**src/rtl/pc_sequencer.sv**
```systemverilog
// Fetch/execute sequencer: drives the program counter's next address, the
// instruction-fetch handshake and a retired-instruction counter.
// Optional misaligned-branch trap enabled by defining PCSEQ_TRAP_EN.
module pc_sequencer #(
   parameter logic [31:0] RESET    = 32'h0000_0000,
   parameter logic [31:0] TRAP_VEC = 32'h0000_0004
) (
   input  logic        I_clk,
   input  logic        I_rst,
   input  logic [31:0] I_pc,
   output logic [31:0] O_pc_next,
   output logic        O_fetch_req,
   output logic [31:0] O_fetch_addr,
   input  logic        I_fetch_ready,
   input  logic        I_fetch_valid,
   output logic        O_instr_valid,
   input  logic        I_stall,
   input  logic        I_branch_taken,
   input  logic [31:0] I_branch_target,
   output logic [31:0] O_retired,
   output logic        O_trap
);

   typedef enum logic [1:0] {
      S_FETCH,
      S_WAIT,
      S_EXEC
   } state_t;

   state_t      state;
   logic        fetch_req_q;
   logic        instr_valid_q;
   logic [31:0] retired_q;
   logic        advance;
   logic        misaligned;
   logic [31:0] pc_next;
   logic        trap;

   assign advance    = (state == S_EXEC) && !I_stall && !I_rst;
   assign misaligned = (I_branch_target[1:0] != 2'b00);

   // Counter is written every cycle so it always tracks its own current value.
   always_ff @(posedge I_clk) begin
      if (I_rst) begin
         state         <= S_FETCH;
         fetch_req_q   <= 1'b1;
         instr_valid_q <= 1'b0;
         retired_q     <= '0;
      end else begin
         retired_q <= retired_q + {31'b0, advance};
         case (state)
            S_FETCH: begin
               if (I_fetch_ready) begin
                  fetch_req_q <= 1'b0;
                  if (I_fetch_valid) begin
                     state         <= S_EXEC;
                     instr_valid_q <= 1'b1;
                  end else begin
                     state <= S_WAIT;
                  end
               end
            end
            S_WAIT: begin
               if (I_fetch_valid) begin
                  state         <= S_EXEC;
                  instr_valid_q <= 1'b1;
               end
            end
            S_EXEC: begin
               if (!I_stall) begin
                  state         <= S_FETCH;
                  fetch_req_q   <= 1'b1;
                  instr_valid_q <= 1'b0;
               end
            end
            default: begin
               state         <= S_FETCH;
               fetch_req_q   <= 1'b1;
               instr_valid_q <= 1'b0;
            end
         endcase
      end
   end

   always_comb begin
      pc_next = I_pc;
      trap    = 1'b0;
      if (I_rst) begin
         pc_next = RESET;
      end else if (advance) begin
         if (!I_branch_taken) begin
            pc_next = I_pc + 32'd4;
         end else if (!misaligned) begin
            pc_next = I_branch_target;
         end else begin
`ifdef PCSEQ_TRAP_EN
            pc_next = TRAP_VEC;
            trap    = 1'b1;
`else
            pc_next = {I_branch_target[31:2], 2'b00};
`endif
         end
      end
   end

`ifndef PCSEQ_TRAP_EN
   logic unused_trap_vec;
   assign unused_trap_vec = ^TRAP_VEC;
`endif

   assign O_pc_next     = pc_next;
   assign O_trap        = trap;
   assign O_fetch_req   = fetch_req_q;
   assign O_fetch_addr  = I_pc;
   assign O_instr_valid = instr_valid_q;
   assign O_retired     = I_rst ? '0 : retired_q;

endmodule

```
**config.mk**
```make
export PLATFORM = sky130hd
export DESIGN_NAME = pc_sequencer
export DESIGN_NICKNAME = d
export VERILOG_FILES = /design/src/rtl/pc_sequencer.sv
export SDC_FILE = /design/constraint.sdc
export NUM_CORES = 1
export LEC_CHECK = 0
export BUFFER_PORTS_ARGS = -buffer_cell sky130_fd_sc_hd__buf_2
export CELL_PAD_IN_SITES_DETAIL_PLACEMENT = 1
export CELL_PAD_IN_SITES_GLOBAL_PLACEMENT = 1
export CORE_MARGIN = 2
export CORE_UTILIZATION = 28
export CTS_BUF_LIST = sky130_fd_sc_hd__clkbuf_16
export DETAILED_ROUTE_END_ITERATION = 12
export HOLD_SLACK_MARGIN = 0.03
export PLACE_DENSITY = 0.85
export SLEW_MARGIN = 20
export SYNTH_ARGS = -nofsm -noshare
export SYNTH_HDL_FRONTEND = slang
export SYNTH_SLANG_ARGS = --single-unit
```
**constraint.sdc**
```tcl
create_clock -name I_clk -period 2.7 [get_ports I_clk]
set_input_delay 0.54 -clock I_clk [delete_from_list [all_inputs] [get_ports I_clk]]
set_output_delay 0.54 -clock I_clk [all_outputs]
set_load 0.03 [all_outputs]
```
=== After elaboration in Yosys (flattened, before gate mapping) ===
Cells that the tools add are included.

* Bits of input ports: 70
* Output and inout bits: 99
* Latch bits: 0
* Memories: 0
* Bits in registers: 36
* Word-level logic and storage cells: 38
* Memory bits (writable): 0
* ROM bits: 0

* Magnitude comparators: 0
* Add/sub/neg operators: 2
* Multipliers: 0
* Reduce and logical (&&, ||, !) cells: 9
* Div/mod/pow operators: 0
* Shift operators: 0
* Equality and inequality tests: 5
* Muxes and demuxes: 17
* Bitwise gates (word level): 1

{| class="wikitable"
|+ Operator list
! kind !! count
|-
| $mux W32 || 4
|-
| $add A32 B1 Y32 || 1
|-
| $add A32 B3 Y32 const B || 1
|-
| $mux W2 || 5
|-
| $ne A2 B2 Y1 const B || 3
|-
| $pmux W1 S3 || 2
|-
| $pmux W2 S3 || 1
|-
| $reduce_and A3 Y1 || 2
|-
| $mux W1 || 5
|-
| $eq A2 B1 Y1 const B || 1
|-
| $eq A2 B2 Y1 const B || 1
|-
| $logic_and A1 B1 Y1 || 2
|-
| $logic_not A1 Y1 || 2
|-
| $logic_not A2 Y1 || 1
|-
| $reduce_and A2 Y1 || 1
|-
| $reduce_bool A2 Y1 || 1
|-
| $not A1 Y1 || 1
|}

=== Longest topological paths before layout ===
Gate-level depths: netlist (run 1).

* Word-level depth: 5
* Gate-level depth with buffers: 13
* Mapped depth without buffers: 10

=== Worst setup path before layout (run 1) ===
No wires, ideal clock.

* Kind: input to output
* Start point: input I_pc[6]
* End point: output O_pc_next[19]
* Buffers on the path: 1
* Arrival: 2.586 ns
* Stages: 6
* Data required time: 2.160 ns
* Path slack: -0.426 ns
* Cell sequence: buf_2 nand4_1 nor4_1 nand4_1 xor2_1 a311oi_1

* Longest elaborated chain between the ends: 4

{| class="wikitable"
|+ RTL lines
! element !! RTL line !! source
|-
| start: declaration || 10 || <nowiki>input logic [31:0] I_pc,</nowiki>
|-
| $add A32 B3 Y32 || 92 || <nowiki>pc_next = I_pc + 32'd4;</nowiki>
|-
| $mux W32 || 91 || <nowiki>if (!I_branch_taken) begin</nowiki>
|-
| $mux W32 || 90 || <nowiki>end else if (advance) begin</nowiki>
|-
| $mux W32 || 88 || <nowiki>if (I_rst) begin</nowiki>
|-
| end: declaration || 11 || <nowiki>output logic [31:0] O_pc_next,</nowiki>
|}

Every way passes these cells.

=== Worst setup path in the final report (run 1) ===
* Start point: input I_pc[2]
* End point: output O_pc_next[26]

The elaborated chain is that of the path after synthesis.

==> results of run 1 <==
-- registers in the layout (all words and copies together), names as in the netlist --
name / count
O_fetch_req: 1
state: 2
retired_q: 32
O_instr_valid: 1
-- layer usage --
layer  vias up  wire length, um  GRT usage [%]
met5         -                0              0
met4         0              215           5.85
met3        15              617           2.44
met2       130             6870           37.3
met1      2001             5270           22.5
li1       2025                -              -
-- kinds of logic (layout without fill, tap and decap cells) --
group	count (synthesis)	after routing	synth area share, %
mux	2	2	0.598
compound gates	94	94	17.0
fa+ha+maj	4	4	1.49
buf+inv	73	242	11.9
other cells	1	1	0.112
simple gates	240	240	38.0
xor+xnor	36	36	9.41
flops	36	36	21.5
-- path summary, 6_finish.rpt --
kind / startpoint / to / slack, ps / cells past startpoint
max reg2reg: state[1]$_SDFFE_PP0P_ / retired_q[30]$_SDFF_PP0_ / 190 / 11
min: I_fetch_valid / state[0]$_SDFFE_PP0P_ / 460 / 2
min reg2reg: state[1]$_SDFFE_PP0P_ / state[0]$_SDFFE_PP0P_ / 480 / 1
max: I_pc[2] / O_pc_next[26] / -160 / 8
-- report_power, final --
group          switching [uW]  internal (uW)  total [uW]
sequential               5.31            537         542
combinational             327            196         523
clock                     229            335         565
-- cell usage in the layout, fill, tap and decap left out, types with 13 or more instances in the layout --
cell and instances:
xnor2_1 22, nor2_1 62, nor3_1 18, nand2_1 27
dfxtp_1 35, buf_4 60, nand4_1 18, buf_6 14
nor2b_1 30, xor2_1 13, o21ai_0 19, nand3_1 15
a21oi_1 31, buf_2 143, and3_1 18
-- final cells by class --
class / instances / share of cell area (%)
Clock buffer: 5 / 2.55
Clock inverter: 3 / 0.280
Inverter: 11 / 0.841
Multi-Input combinational cell: 377 / 49.1
Sequential cell: 36 / 14.7
Tap cell: 143 / 3.64
Timing Repair Buffer: 223 / 28.8
-- timing repair --
action                     in CTS  in global routing
setup endpoints to repair      10                 24
gates resized for setup        33                 23
setup buffers                   2                  5
cloned                          0                  0
pin swaps                       7                  9
-- stage by stage --
step,hold slack (ps),total power (uW)
3_5_place_dp,510,1050
3_3_place_gp,483,1030
6_report,463,1630
2_1_floorplan,467,864
5_1_grt,461,1700
4_1_cts,459,1620
==> impl_summary.txt, run 1 <==
----------------------------------------------------
[Floorplanning]
  Initial core utilization ... 29.0%
  Die width ... 113 um
  Die area ... 12900 um^2
  Area of the placeable core ... between 10000 and 15000 um^2
  Die H ... ~110 um
  Number of top-level pins ... around 170
  Number of standard-cell rows in the floorplan ... 39

[Cells and area]
  Post-route insts no fill ... roughly 800
  Final standard cell utilization of the core ... between 40% and 50%
  Final-layout fill cell count ... 1472
  Post-route cell area ... slightly below 5000 um^2
  Proportion of layout cells with a drive suffix above 1 ... between 40% and 50%
  Area grow syn2layout ... 46.6%
  Number of diodes added for antenna fixing ... 0
  Register Area ... between 700 and 800 um^2
  Area of the multi-input gates ... roughly 2400 um^2
  Final Net Count ... around 730

[Timing]
  Clock Skews ... between 7 and 8 ps
  RSZ-0062 raised after global routing ... true
  Final Slew Violations ... 0
  Period utilization ... 106%
  Actual slew at the worst max-slew pin ... 603 ps
  Worst relative slew slack ... approximately 60%
  Final setup fails ... 2
  Least setup slack across all paths after layout ... -157 ps
  Setup TNS ... -210 ps
  Number of hold violations in the final report ... 0
  Crit path time final ... between 2000 and 3000 ps
  Achievable frequency ... roughly 0.35 GHz

[Routing]
  Detailed-route wire length per cell ... roughly 16 um
  DR iter-0 viols ... 220
  DRC violations left ... 1
  Total Routed Length ... 13.0 mm
  Via count ... 4171
  Average vias per placed instance ... around 5.2
  Detail Route Antenna Nets ... 0
  DR pass1 iterations ... 8

[Run status]
  Failing checks ... design-rule violations, negative setup slack
  Result of the run ... finished with violations

[Yosys]
  Dominant register cell in the synthesized netlist ... dfxtp_1
  Synth Area per Inst ... 6.89 um^2
  Seq/Total Area, Yosys ... a little over a fifth
  Number of instances in the synthesized netlist ... ~500
  Share of Yosys cell area claimed by the top area cell type ... 21.5%
  Number of nets in the synthesized netlist ... 560
  Most repeated cell in the gate-level netlist after synthesis ... nor2_1
  Fraction of registers with async set or reset after synthesis ... 0%
  Leading area contributor after synthesis ... dfxtp_1
  Library cells used by synthesis ... 44
  Cells taking the most area after synthesis ... dfxtp_1 22%, buf_4 7.4%, nor2_1 6.9%
  Post-synthesis instance area ... 3350 um^2
  Post-synthesis sequential element count ... 36
  Top cells by count, synth ... 62 x nor2_1, 36 x dfxtp_1, 33 x buf_4
  Number of flops mapped to enable cells by yosys ... 0
  Number of warnings reported in the yosys synthesis log ... 0

[Global routing]
  Pin count of the biggest net entering global routing ... 76
  Vias in the first global route ... about 4.3k
  GRT Util Overall ... roughly a fifth
  Antenna violations before repair ... 0
  Total congestion overflow ... 0
  Wire length of the first global-routing pass ... 20.9 mm

[Place]
  Dpl cell area ... approximately 4500 um^2
  Routability congestion estimate from global placement ... 0.776
  Number of I/O port buffers ... approximately 170
  Pre-CTS WS ... -247 ps
  DP Cell Count ... between 700 and 800
  HPWL reported at the end of detailed placement ... 9.82 mm

[Worst setup path]
  Data arrival time at the worst-slack endpoint ... between 2000 and 2500 ps
  Buffer and inverter count on the worst path ... 2
  Critical-path cell with the highest stage delay ... or4_4
  Critical path fanouts, max ... 2
  CP most frequent cell ... or3_4
  Worst stage delay on the critical path ... around 460 ps
  Type of origin of the critical path ... primary input
  Worst path top cell family by delay ... simple AND/OR/NAND/NOR gates
  CP endpoint kind ... primary output
  CP Class ... in -> out
  Critical path data required time ... ~2200 ps
  Ordered cell list for the critical path ... buf_8 -> ha_4 -> nand3_4 -> or4_4 -> or3_4 -> and3_4 -> or3_4 -> buf_6

[Clock network]
  Worst-skew pair later-pin latency ... between 200 and 300 ps
  Clock Sinks ... 36
  Total CTS buffers ... 5
  Master cell of the clock root buffer ... clkbuf_16
  Cts-stage hold buffer count ... 0
  Maximum count of clock buffers along a single path ... 2
  TritonCTS clock tree ... built
  Clock transition at the registers of the reported paths ... ~50 ps
  Number of H-tree levels ... 2

[Power and ir drop]
  Highest ir drop seen on vdd ... between 200 and 250 uV
  Ratio of total power to cell area ... between 300 and 400 nW/um^2
  Leakage power figure ... around 0.0022 uW

[Run]
  Max_cap viols ... 0

[Min path]
  Min-Delay Path Class ... in -> reg

----------------------------------------------------
(Power assumes the default switching activity.)
==> run 2, diff against run 1 <==
--- a/config.mk
+++ b/config.mk
@@ -8,2 +8,3 @@
 export BUFFER_PORTS_ARGS = -buffer_cell sky130_fd_sc_hd__buf_2
+export CAP_MARGIN = 40
 export CELL_PAD_IN_SITES_DETAIL_PLACEMENT = 1
==> constraint.sdc (replaced) <==
create_clock -name I_clk -period 2.7 [get_ports I_clk]
set_input_delay 0.135 -clock I_clk [delete_from_list [all_inputs] [get_ports I_clk]]
set_output_delay 0.135 -clock I_clk [all_outputs]
set_load 0.03 [all_outputs]
==> run 2 against run 1 <==
The flow now finishes without violations. Critical path depth up 3. Non-clock buffer count down 43. Utilization down 5.0 points. Critical path type is now reg -> reg.
==> impl_summary.txt, run 2 (same netlist as run 1, synthesis figures left out) <==
----------------------------------------------------
[Cells and area]
  Final standard cell utilization of the core ... 37.5%
  Most common cell after layout, fill and taps aside ... buf_2
  Area grow syn2layout ... 29.4%
  Proportion of layout cells with a drive suffix above 1 ... 32.8%
  Post-route insts no fill ... roughly 760
  Register name with the most flops ... retired_q
  Final Net Count ... 685
  Final-layout fill cell count ... between 1.5k and 2k
  Commonest non-fill, non-tap cells in the layout ... 164 x buf_2, 61 x nor2_1, 36 x dfxtp_1
  Number of flip-flops in the largest register ... 32
  Number of diodes added for antenna fixing ... 0
  Regs by FF count ... retired_q: 32 flops, state: 2 flops

[Routing]
  Detailed-route wire length per cell ... approximately 16 um
  Detail Route Antenna Nets ... 0
  DR pass1 iterations ... 4
  Total Routed Length ... between 10 and 15 mm
  DRC violations left ... 0
  DR iter-0 viols ... around 240
  Average vias per placed instance ... 5.35
  Via count ... roughly 4.0k

[Clock network]
  TritonCTS clock tree ... built
  Clock transition at the registers of the reported paths ... around 50 ps
  Clock Sinks ... 36
  Maximum count of clock buffers along a single path ... 2
  Number of H-tree levels ... 2
  Worst-skew pair later-pin latency ... approximately 280 ps
  Cts-stage hold buffer count ... 0
  Total CTS buffers ... 5
  Master cell of the clock root buffer ... clkbuf_16

[Min path]
  Launch instance of the worst min-delay path ... I_fetch_valid
  Min-Delay Path Class ... in -> reg
  Destination of the worst hold path ... state[0]$_SDFFE_PP0P_
  Hold Path Stages ... 2

[Worst setup path]
  FF-to-FF path depth ... 11
  Critical-path cell with the highest stage delay ... or3_4
  Critical path fanouts, max ... 5
  Start of the worst register-to-register path ... state[1]$_SDFFE_PP0P_
  Type of origin of the critical path ... flop
  CP endpoint kind ... flop
  Reg2reg setup slack ... between 100 and 150 ps
  Worst stage delay on the critical path ... roughly 400 ps
  Worst reg2reg endpoint ... retired_q[26]$_SDFF_PP0_
  Critical path data required time ... between 2000 and 3000 ps
  Ordered cell list for the critical path ... inv_1 -> or3_4 -> nor2_2 -> ha_1 -> ha_2 -> and2_4 -> nand4_1 -> buf_4 -> nor4_4 -> xnor2_1 -> nor2_1
  Data arrival time at the worst-slack endpoint ... between 2000 and 3000 ps
  CP Class ... reg -> reg

[Global routing]
  Antenna violations before repair ... 0
  Total congestion overflow ... 0
  GRT Util Overall ... between 15 and 20%
  Wire length of the first global-routing pass ... ~20 mm
  Pin count of the biggest net entering global routing ... 74
  Vias in the first global route ... 4096

[Timing]
  Final Slew Violations ... 0
  Worst relative slew slack ... 48.9%
  RSZ-0062 raised after global routing ... true
  Crit path time final ... between 2000 and 3000 ps
  Actual slew at the worst max-slew pin ... 767 ps
  Clock Skews ... around 4.8 ps
  Setup TNS ... 0 ps
  Number of hold violations in the final report ... 0
  Period utilization ... between 90% and 100%
  Achievable frequency ... 0.388 GHz
  Final setup fails ... 0
  Least setup slack across all paths after layout ... about 120 ps

[Floorplanning]
  Area of the placeable core ... about 12000 um^2
  Die H ... roughly 110 um
  Initial core utilization ... roughly 29%
  Die area ... 12900 um^2
  Number of standard-cell rows in the floorplan ... 39
  Die width ... approximately 110 um
  Number of top-level pins ... about 170

[Place]
  Number of I/O port buffers ... roughly 170
  Routability congestion estimate from global placement ... between 0.8 and 0.9
  HPWL reported at the end of detailed placement ... 9.27 mm
  DP Cell Count ... approximately 750
  Pre-CTS WS ... -58.4 ps

[Run]
  Max_cap viols ... 0

[Power and ir drop]
  Leakage power figure ... between 0.0015 and 0.002 uW
  Highest ir drop seen on vdd ... roughly 190 uV
  Ratio of total power to cell area ... around 380 nW/um^2

[Run status]
  Result of the run ... completed

----------------------------------------------------
[run 2: changes by cell type in the layout (fill, tap and decap cells not counted), moves of 3 or more]
cell    before  now
nor3_1      18   21
buf_4       60   15
buf_6       14    0
nor3_2       4    1
or3_1        6    9
buf_8        3    0
or3_4        4    1
nor4_1       5    9
buf_2      143  164
[run 2: through the flow]
step	instance area [um^2]	total power, uW	hold slack [ps]
3_3_place_gp	4130	990	336
2_1_floorplan	3360	854	214
3_5_place_dp	4130	1000	355
6_report	4330	1630	61.6
5_1_grt	4330	1710	70.8
4_1_cts	4320	1650	62.4
[run 2: cell type report]
class,count,area (um^2),share of cell area (%)
inverters,11,41.3,0.953
flip-flops and latches,36,721,16.6
clock inverters,3,38.8,0.895
multi-input cells,377,2270,52.5
repair buffers,180,953,22.0
well taps,143,179,4.13
clock buffers,5,125,2.89
[run 2: report_power, final]
part | internal (uW) | total [uW] | switching [uW]
logic | 140 | 449 | 308
clock network | 430 | 645 | 215
registers | 537 | 541 | 3.53
total | 1110 | 1630 | 527
[run 2: worst max-delay path by stage]
stage	from	endpoint	slack (ps)	cells after the start
after floorplan	state[1]$_SDFFE_PP0P_	retired_q[26]$_SDFF_PP0_	20	13
after global placement	state[1]$_SDFFE_PP0P_	retired_q[18]$_SDFF_PP0_	120	11
after detailed placement	state[1]$_SDFFE_PP0P_	retired_q[28]$_SDFF_PP0_	-60	11
after CTS	state[1]$_SDFFE_PP0P_	retired_q[26]$_SDFF_PP0_	30	11
after global routing	state[1]$_SDFFE_PP0P_	retired_q[26]$_SDFF_PP0_	-10	11
final	state[1]$_SDFFE_PP0P_	retired_q[26]$_SDFF_PP0_	120	11
[run 2: routing by layer]
metal | track usage (%) | wire length (um) | up-vias
li1 | - | - | 1937
met1 | 21.7 | 5140 | 1948
met2 | 35.2 | 6440 | 144
met3 | 2.66 | 644 | 14
met4 | 4.55 | 159 | 0
met5 | 0 | 0 | -
[run 2: worst max-delay path: cells and delay by family, from the launching register on]
| kind | cells | cell delay [ps] |
|---|---|---|
| buffers and inverters | 2 | 330 |
| adder cells (fa/ha/maj) | 2 | 430 |
| XOR/XNOR | 1 | 180 |
| flip-flops | 1 | 320 |
| AND/OR/NAND/NOR | 6 | 1190 |
[run 2: repair_timing]
action                     4_1_cts  5_1_grt
gates cloned                     0        0
setup endpoints to repair        8        6
buffers inserted                 1        0
pin swaps                        1        0
resized for setup                4        3
